--- src/rtl/seven_seg_games_pkg.sv ---
// Shared definitions for the 7-segment game sources: display codes, game state
// enum and the LFSR seed/taps used by the reaction and dice games.
package seven_seg_games_pkg;

    localparam logic [3:0] CODE_GO    = 4'd10;
    localparam logic [3:0] CODE_FALSE = 4'd11;
    localparam logic [3:0] CODE_BLANK = 4'd12;
    localparam logic [3:0] CODE_WAIT  = 4'd13;
    localparam logic [3:0] DIGIT_MAX  = 4'd9;

    localparam logic [7:0] LFSR_SEED = 8'hA5;
    // Taps 8,6,5,4 expressed as bit positions 7,5,4,3.
    localparam logic [7:0] LFSR_TAPS = 8'hB8;

    typedef enum logic [2:0] {
        IDLE,
        ARMED,
        GO,
        RESULT,
        FALSE
    } state_t;

    function automatic logic [7:0] lfsr_next(input logic [7:0] q);
        return {q[6:0], ^(q & LFSR_TAPS)};
    endfunction

endpackage

--- src/rtl/reaction_lfsr8.sv ---
// Free-running 8-bit Fibonacci LFSR (taps 8,6,5,4); non-zero seed keeps it
// out of the all-zero lock-up state.
module reaction_lfsr8
    import seven_seg_games_pkg::*;
(
    input  logic       clk,
    input  logic       rst_n,
    output logic [7:0] q
);

    always_ff @(posedge clk or negedge rst_n) begin
        if (!rst_n) begin
            q <= LFSR_SEED;
        end else begin
            q <= lfsr_next(q);
        end
    end

endmodule

--- src/rtl/game_reaction.sv ---
// Reaction-time game: arm, wait a pseudo-random delay, hit on GO; shows the
// reaction digit or a false-start code. Optional best score: GAME_REACTION_BEST_EN.
module game_reaction
    import seven_seg_games_pkg::*;
#(
    parameter int TICK_DIV         = 10000,
    parameter int MIN_DELAY_TICKS  = 50,
    parameter int DELAY_STEP_TICKS = 10,
    parameter int BIN_TICKS        = 5
) (
    input  logic       clk,
    input  logic       rst_n,
    input  logic       start_btn,
    input  logic       hit_btn,
    output logic [3:0] value,
    output logic       new_best,
    output logic       busy
);

    localparam int PRESC_W = $clog2(TICK_DIV) + 1;
    localparam int DELAY_W = $clog2(MIN_DELAY_TICKS + 15 * DELAY_STEP_TICKS + 1);
    localparam int BIN_W   = $clog2(BIN_TICKS) + 1;
    localparam logic [PRESC_W-1:0] PRESC_LAST = PRESC_W'(TICK_DIV - 1);
    localparam logic [BIN_W-1:0]   BIN_LAST   = BIN_W'(BIN_TICKS - 1);

    state_t               state;
    state_t               state_next;
    logic [PRESC_W-1:0]   presc;
    logic [DELAY_W-1:0]   delay;
    logic [DELAY_W-1:0]   delay_load;
    logic [BIN_W-1:0]     bin;
    logic [3:0]           digit;
    logic [3:0]           value_next;
    logic                 busy_next;
    logic                 tick;
    logic                 enter_timed;
    logic [7:0]           lfsr_q;
    logic [3:0]           lfsr_unused;

    reaction_lfsr8 u_lfsr (
        .clk   (clk),
        .rst_n (rst_n),
        .q     (lfsr_q)
    );

    assign lfsr_unused = lfsr_q[7:4];
    assign tick        = (presc == PRESC_LAST);
    assign delay_load  = DELAY_W'(MIN_DELAY_TICKS)
                       + DELAY_W'(lfsr_q[3:0]) * DELAY_W'(DELAY_STEP_TICKS);
    assign enter_timed = (state_next != state) && ((state_next == ARMED) || (state_next == GO));

    // A hit always beats start or a coinciding tick; RESULT keeps its digit.
    always_comb begin
        state_next = state;
        value_next = value;
        case (state)
            IDLE: begin
                if (start_btn) state_next = ARMED;
            end
            ARMED: begin
                if (hit_btn) begin
                    state_next = FALSE;
                end else if (tick && (delay == DELAY_W'(1))) begin
                    state_next = GO;
                end
            end
            GO: begin
                if (hit_btn) begin
                    state_next = RESULT;
                    value_next = digit;
                end else if (tick && (bin == BIN_LAST) && (digit == DIGIT_MAX)) begin
                    state_next = RESULT;
                    value_next = DIGIT_MAX;
                end
            end
            RESULT, FALSE: begin
                if (start_btn) state_next = ARMED;
            end
            default: state_next = IDLE;
        endcase
        case (state_next)
            IDLE:    value_next = CODE_BLANK;
            ARMED:   value_next = CODE_WAIT;
            GO:      value_next = CODE_GO;
            FALSE:   value_next = CODE_FALSE;
            default: ;
        endcase
        busy_next = (state_next == ARMED) || (state_next == GO);
    end

    always_ff @(posedge clk or negedge rst_n) begin
        if (!rst_n) begin
            state <= IDLE;
            value <= CODE_BLANK;
            busy  <= 1'b0;
            presc <= '0;
            delay <= '0;
            bin   <= '0;
            digit <= '0;
        end else begin
            state <= state_next;
            value <= value_next;
            busy  <= busy_next;
            if (enter_timed || tick) begin
                presc <= '0;
            end else begin
                presc <= presc + PRESC_W'(1);
            end
            if ((state != ARMED) && (state_next == ARMED)) begin
                delay <= delay_load;
            end else if ((state == ARMED) && tick) begin
                delay <= delay - DELAY_W'(1);
            end
            // Reaction digit: one step every BIN_TICKS ticks, saturating at 9.
            if ((state != GO) && (state_next == GO)) begin
                bin   <= '0;
                digit <= '0;
            end else if ((state == GO) && tick) begin
                if (bin == BIN_LAST) begin
                    bin <= '0;
                    if (digit != DIGIT_MAX) digit <= digit + 4'd1;
                end else begin
                    bin <= bin + BIN_W'(1);
                end
            end
        end
    end

`ifdef GAME_REACTION_BEST_EN
    logic [3:0] best;
    logic       take_best;

    assign take_best = (state == GO) && hit_btn && (digit < best);

    // Only a real hit can improve the best; new_best lasts for the RESULT it earned.
    always_ff @(posedge clk or negedge rst_n) begin
        if (!rst_n) begin
            best     <= DIGIT_MAX;
            new_best <= 1'b0;
        end else if (take_best) begin
            best     <= digit;
            new_best <= 1'b1;
        end else if (state_next != RESULT) begin
            new_best <= 1'b0;
        end
    end
`else
    assign new_best = 1'b0;
`endif

endmodule

--- config.mk ---
export PLATFORM = sky130hd
export DESIGN_NAME = game_reaction
export DESIGN_NICKNAME = d
export VERILOG_FILES = /design/src/rtl/seven_seg_games_pkg.sv /design/src/rtl/reaction_lfsr8.sv /design/src/rtl/game_reaction.sv
export SDC_FILE = /design/constraint.sdc
export NUM_CORES = 1
export LEC_CHECK = 0
export ABC_AREA = 1
export BUFFER_PORTS_ARGS = -buffer_cell sky130_fd_sc_hd__buf_2
export CAP_MARGIN = 40
export CORE_MARGIN = 1
export CORE_UTILIZATION = 50
export CTS_BUF_LIST = sky130_fd_sc_hd__clkbuf_16
export CTS_CLUSTER_DIAMETER = 50
export DETAILED_ROUTE_END_ITERATION = 16
export MAX_ROUTING_LAYER = met4
export PLACE_DENSITY = 0.66
export SYNTH_ARGS = -nofsm -noshare
export SYNTH_HDL_FRONTEND = slang
export SYNTH_SLANG_ARGS = --single-unit
export TNS_END_PERCENT = 50
--- constraint.sdc ---
create_clock -name clk -period 2.9 [get_ports clk]
set_input_delay 0 -clock clk [delete_from_list [all_inputs] [get_ports clk]]
set_output_delay 0 -clock clk [all_outputs]
set_load 0.01 [all_outputs]
==> metrics, run 1 <==
Critical Path Most Common Cell nand2_1; Top delay family on crit path simple AND/OR/NAND/NOR gates; fmax 441.0 MHz; Routed Antenna Nets 0; Req. time, crit path 3.08 ns; Slew Limit Fails 0; Syn. warnings 0; core area 5540 um2; Final #Nets 370; minimum clock period after layout 2.268 ns; final-report hold violation count 0; unrepaired setup endpoints after global routing no; fin area around 3100 um2; placed cell area 2997 um2; Synth area leader dfrtp_1; post-synthesis sequential area ratio 0.4108; cts bufs inserted 5; mean post-synth cell area 8.500 um2; r2r endpoint delay[7]; CTS sink cnt between 40 and 50; pwr dens roughly 620 nW/um2; first-pass GRT wire length 9.087 mm; Total Wirelength around 5 mm; top area cells in the synthesized netlist dfrtp_1 (36%), nand2_1 (8.9%), nor2_1 (6.1%), dfstp_2 (5.5%), ha_1 (5.2%); Crit. Startpoint presc[0]; hold crit path type input port to flop; R2R Path Start presc[0]; crit-path max FO 12; CP Capture Type flop; Die Height about 78 um; Rows 27; Setup Crit Path Kind flop to flop; Worst R2R Path Depth 11; diode count 0; wire per inst 11.85 um; final setup margin 0.6324 ns; initial antenna violation count 0; cells along the critical path ha_1 > nand3_4 > nor2_2 > nand3_1 > nand2_2 > a21oi_2 > nand3_1 > nand2_1 > inv_1 > nand2_1 > nand2_1; CP peak stage delay 0.39 ns; VDD IR-drop max 0.0003375 V; overall die area 6071 um2; top cells by count, synth nand2_1 (68), nor2_1 (47), dfrtp_1 (41), inv_1 (32), xor2_1 (17); setup TNS 0 ns; count leader, synth nand2_1; Die X just under 80 um; post-layout util 0.5673; Crit path depth 11; Synth top area share 0.3561; share of cells above drive strength 1 0.1864; gr usage total 0.1968; worst hold stages 3; number of fill cells 518; ratio of final minimum period to clock period 0.7819; Final HPWL DP 3.852 mm; DRC errors left 0; CTS root buf clkbuf_16; max-cap violation count 0; clk slew on worst S/H paths roughly 0.060 ns; Worst EP arrival 2.45 ns; hold-critical path endpoint value[2]; largest net degree at the start of global routing 30; syn nets 356; worst clock skew 0.007902 ns; LEAKAGE 1.497 nW; FFs w/ async S/R, synth 1.000; DR pass1 iterations 5; htree depth 2; Vias/cell 4.913; clock tree buffer depth 2; slowest CP cell dfrtp_1; Skew-Pair Late Insertion Delay 0.29 ns; Post-CTS Setup Inserts 0; IO buf count 8; initial core utilization 0.5201; R2R setup slack between 0.6 and 0.7 ns; crit path launch type flop; Top FF cell, synth dfrtp_1; status finished clean; vias in the first global route between 2000 and 2500; Buf/Inv on CP 1; Placer Congestion around 0.83; Worst Hold Launch hit_btn; global route total overflow 0; Unique masters post-synth 35; area grow syn2layout 9.075%; Boundary Pins 10; Iteration-0 DRC Markers 116; vias post-DR 2093; cells after synthesis 339; EDFF count, synth 0; Post-Syn Area 2882 um2; DP Worst Slack about 0.64 ns; Seq cells post-synth 47; Final setup viols 0; CTS tree yes
## state kept, by name, indices dropped and copies added (netlist names)
name      cells
delay         8
u_lfsr.q      8
presc        15
state         3
value         4
busy          1
digit         4
bin           4
## routing by layer
metal,vias to the layer above,share of wire,global-route usage
met3,2,0.027,0.04235
met2,29,0.46,0.3009
li1,1092,-,-
met5,-,0,-
met4,0,0.0042,0.06111
met1,970,0.51,0.2624
## timing repair
action,in CTS,in global routing
endpoints found under the hold margin,15,0
hold buffers,1,0
resized for setup,0,0
## cell type report
cell class              instances  area, um2  share of cell area
repair buffers                 10      70.07             0.02229
clock inverters                 3      11.26            0.003583
flip-flops and latches         47       1184              0.3766
multi-input cells             249       1513              0.4813
clock buffers                   5      125.1             0.03981
inverters                      40      150.1             0.04777
well taps                      72      90.09             0.02866
## worst register-to-register path: cells and delay by family (launching register included)
family	cells	cell delay (ns)
flip-flops	1	0.39
buffers and inverters	1	0.11
AO/OA/AOI/OAI	1	0.28
AND/OR/NAND/NOR	8	1.14
adder cells (fa/ha/maj)	1	0.27
## report_power, final
part           switching (mW)  internal [mW]  total, mW
registers              0.0984          0.753      0.852
logic                   0.336          0.207      0.543
clock network           0.230          0.310      0.540
total                   0.664           1.27       1.93
## kinds of logic after synthesis
group                    Yosys count  synth area share
other                              1          0.001301
AO/OA/AOI/OAI                     28           0.05818
AND/OR/NAND/NOR                  179            0.3213
XOR/XNOR                          28           0.08510
adder cells (fa/ha/maj)           13           0.05905
flip-flops                        47            0.4108
buffers and inverters             43           0.06426
## worst max-delay path by stage
stage | to | slack (ns)
CTS | delay[4] | 0.63
detailed placement | delay[4] | 0.64
global route | delay[7] | 0.27
finish | delay[7] | 0.63
global placement | delay[5] | 0.72
floorplan | delay[7] | 0.82
## through the flow
step           power, mW  hold slack (ns)  cells
2_1_floorplan      1.298          -0.2956    339
3_3_place_gp       1.396           0.2582    416
3_5_place_dp       1.407         -0.01595    417
4_1_cts            1.953          0.05011    426
5_1_grt            2.069          0.05933    426
6_report           1.934          0.05441    426
## placed cells by master, fill, tap and decap left out, types with 12 or more instances in the layout
master	count
nand2_1	68
nor2_1	47
dfrtp_1	41
inv_1	35
xor2_1	17
nand3_1	15
nor2_4	12
o21ai_0	12
ha_1	12
Note: power is estimated with default switching activity, not from simulation.
==> run 2, diff against run 1 <==
clock period = 2.3 ns   (was 2.9 ns; I/O delays follow)
==> run 2 against run 1 <==
Effect of this change:
- fmax increased by 4.3%
- worst setup slack lost 0.51 ns
- routed wire length rose by 4.7%
- critical path depth decreased by 1
- clock power rose by 49%
- non-clock buffer count increased by 6
- utilization increased by 1.6 points
- sequential cell count unchanged
- clock skew shrank 0.0038 ns
- critical path type unchanged
- final area up 2.9%
==> metrics, run 2 (same netlist as run 1, synthesis figures left out) <==
status finished clean; Final setup viols 0 (unchanged); Final #Nets 376 (+1.6%); max reg flops 15 (unchanged); Final HPWL DP 3.955 mm (+2.7%); LEAKAGE 1.530 nW (+2.2%); minimum clock period after layout 2.173 ns (-0.09440 ns); gr usage total 0.2049 (+0.008054); commonest non-fill, non-tap cell in the layout nand2_1; Skew-Pair Late Insertion Delay 0.29 ns (about the same); Reg with most FFs presc; clock tree buffer depth 2 (unchanged); VDD IR-drop max 0.0004339 V (+29%); placed cell area 3047 um2 (+1.7%); DR pass1 iterations 4 (-1); overall die area 6071 um2 (unchanged); first-pass GRT wire length 9.384 mm (+3.3%); r2r endpoint delay[6]; crit path launch type flop; R2R setup slack 0.13 ns (-0.51 ns); vias post-DR 2132 (+1.9%); R2R Path Start u_lfsr.q[1]; share of cells above drive strength 1 0.2111 (+0.02467); diode count 0 (unchanged); largest net degree at the start of global routing 21 (-30%); Iteration-0 DRC Markers 124 (+6.9%); CP Capture Type flop; fin area 3233 um2 (+2.9%); Worst R2R Path Depth 10 (-1); initial core utilization 0.5201 (unchanged); clk slew on worst S/H paths 0.06 ns (about the same); area grow syn2layout 12.20%; most frequent cells in the layout nand2_1 (67), nor2_1 (47), dfrtp_1 (41), inv_1 (32), xor2_1 (17); Placer Congestion 0.8487 (+2.7%); htree depth 2 (unchanged); worst clock skew 0.004152 ns (-0.003750 ns); final-report hold violation count 0 (unchanged); vias in the first global route 2160 (+6.0%); max-cap violation count 0 (unchanged); fmax 460.2 MHz (+4.3%); worst hold stages 3 (unchanged); initial antenna violation count 0 (unchanged); ratio of final minimum period to clock period 0.9449 (+0.1629); cts bufs inserted 5 (unchanged); Vias/cell 4.935 (+0.45%); CTS root buf clkbuf_16; hold_ws 0.03756 ns (-0.01686 ns); Die Height 77.92 um (unchanged); wire per inst 12.24 um (+3.2%); Routed Antenna Nets 0 (unchanged); hold-critical path endpoint value[2]; Total Wirelength 5.286 mm (+4.7%); DRC errors left 0 (unchanged); number of fill cells 496 (-4.2%); Rows 27 (unchanged); Worst Hold Launch hit_btn; Setup Crit Path Kind flop to flop; CTS sink cnt 47 (unchanged); core area 5540 um2 (unchanged); IO buf count 8 (unchanged); global route total overflow 0 (unchanged); Worst EP arrival 2.40 ns (-0.05 ns); crit-path max FO 3 (-9); hold crit path type input port to flop; pwr dens 809.8 nW/um2 (+32%); CTS tree yes; Boundary Pins 10 (unchanged); biggest regs presc (15), delay (8), u_lfsr.q (8); Slew Limit Fails 0 (unchanged); Req. time, crit path 2.53 ns (-0.55 ns); Die X 77.92 um (unchanged)
## run 2: repair_timing
action | 4_1_cts | 5_1_grt
endpoints found under the setup margin | 0 | 4
gates resized for setup | 0 | 3
hold buffers | 1 | 0
endpoints found under the hold margin | 44 | 0
setup buffers | 0 | 1
## run 2: worst max-delay path by stage
stage | from | endpoint | slack (ns) | cells past startpoint
after floorplan | u_lfsr.q[3] | delay[7] | 0.22 | 10
final | u_lfsr.q[1] | delay[6] | 0.13 | 10
after CTS | u_lfsr.q[1] | delay[7] | 0.05 | 10
after global placement | u_lfsr.q[1] | delay[7] | 0.15 | 10
after global routing | u_lfsr.q[1] | delay[6] | -0.003 | 10
after detailed placement | u_lfsr.q[1] | delay[7] | 0.08 | 10
## run 2: final cells by class
type	count	area [um2]	share of cell area
clock inverter	3	38.79	0.01200
tap	72	90.09	0.02786
inverter	40	150.1	0.04644
sequential	47	1184	0.3661
clock buffer	5	125.1	0.03870
timing repair buffer	16	127.6	0.03947
multi-input combinational	249	1518	0.4694
## run 2: report_power, final
part | switching (mW) | internal [mW] | total, mW
Clock | 0.300 | 0.507 | 0.807
Sequential | 0.126 | 0.950 | 1.08
Combinational | 0.433 | 0.303 | 0.736
Total | 0.859 | 1.76 | 2.62
## run 2: metrics by stage
step	util	worst slack [ns]	TNS, ns	power [mW]	std cells
2_1_floorplan	-	0.2150	0	1.637	339
3_3_place_gp	0.5499	0.1538	0	1.811	422
3_5_place_dp	0.5499	0.07682	0	1.818	422
4_1_cts	0.5813	0.04725	0	2.647	431
5_1_grt	0.5836	-0.002645	-0.004376	2.783	432
6_report	0.5836	0.1268	0	2.618	432
## run 2: worst max-delay path, cell delays in order (launching register included)
cell and delay, ns:
dfrtp_1 0.41, ha_1 0.30, ha_1 0.23, fa_2 0.54, inv_1 0.06, nand3_1 0.09
xor2_1 0.18, nand4_1 0.12, nand2_1 0.09, nand2_1 0.05, nand2_1 0.05
## run 2: per-layer routing
metal  GRT usage  routed length (um)
met5           -                   0
met4     0.09259                 105
met1      0.2487                2529
met2      0.3336                2537
met3     0.03647                 113
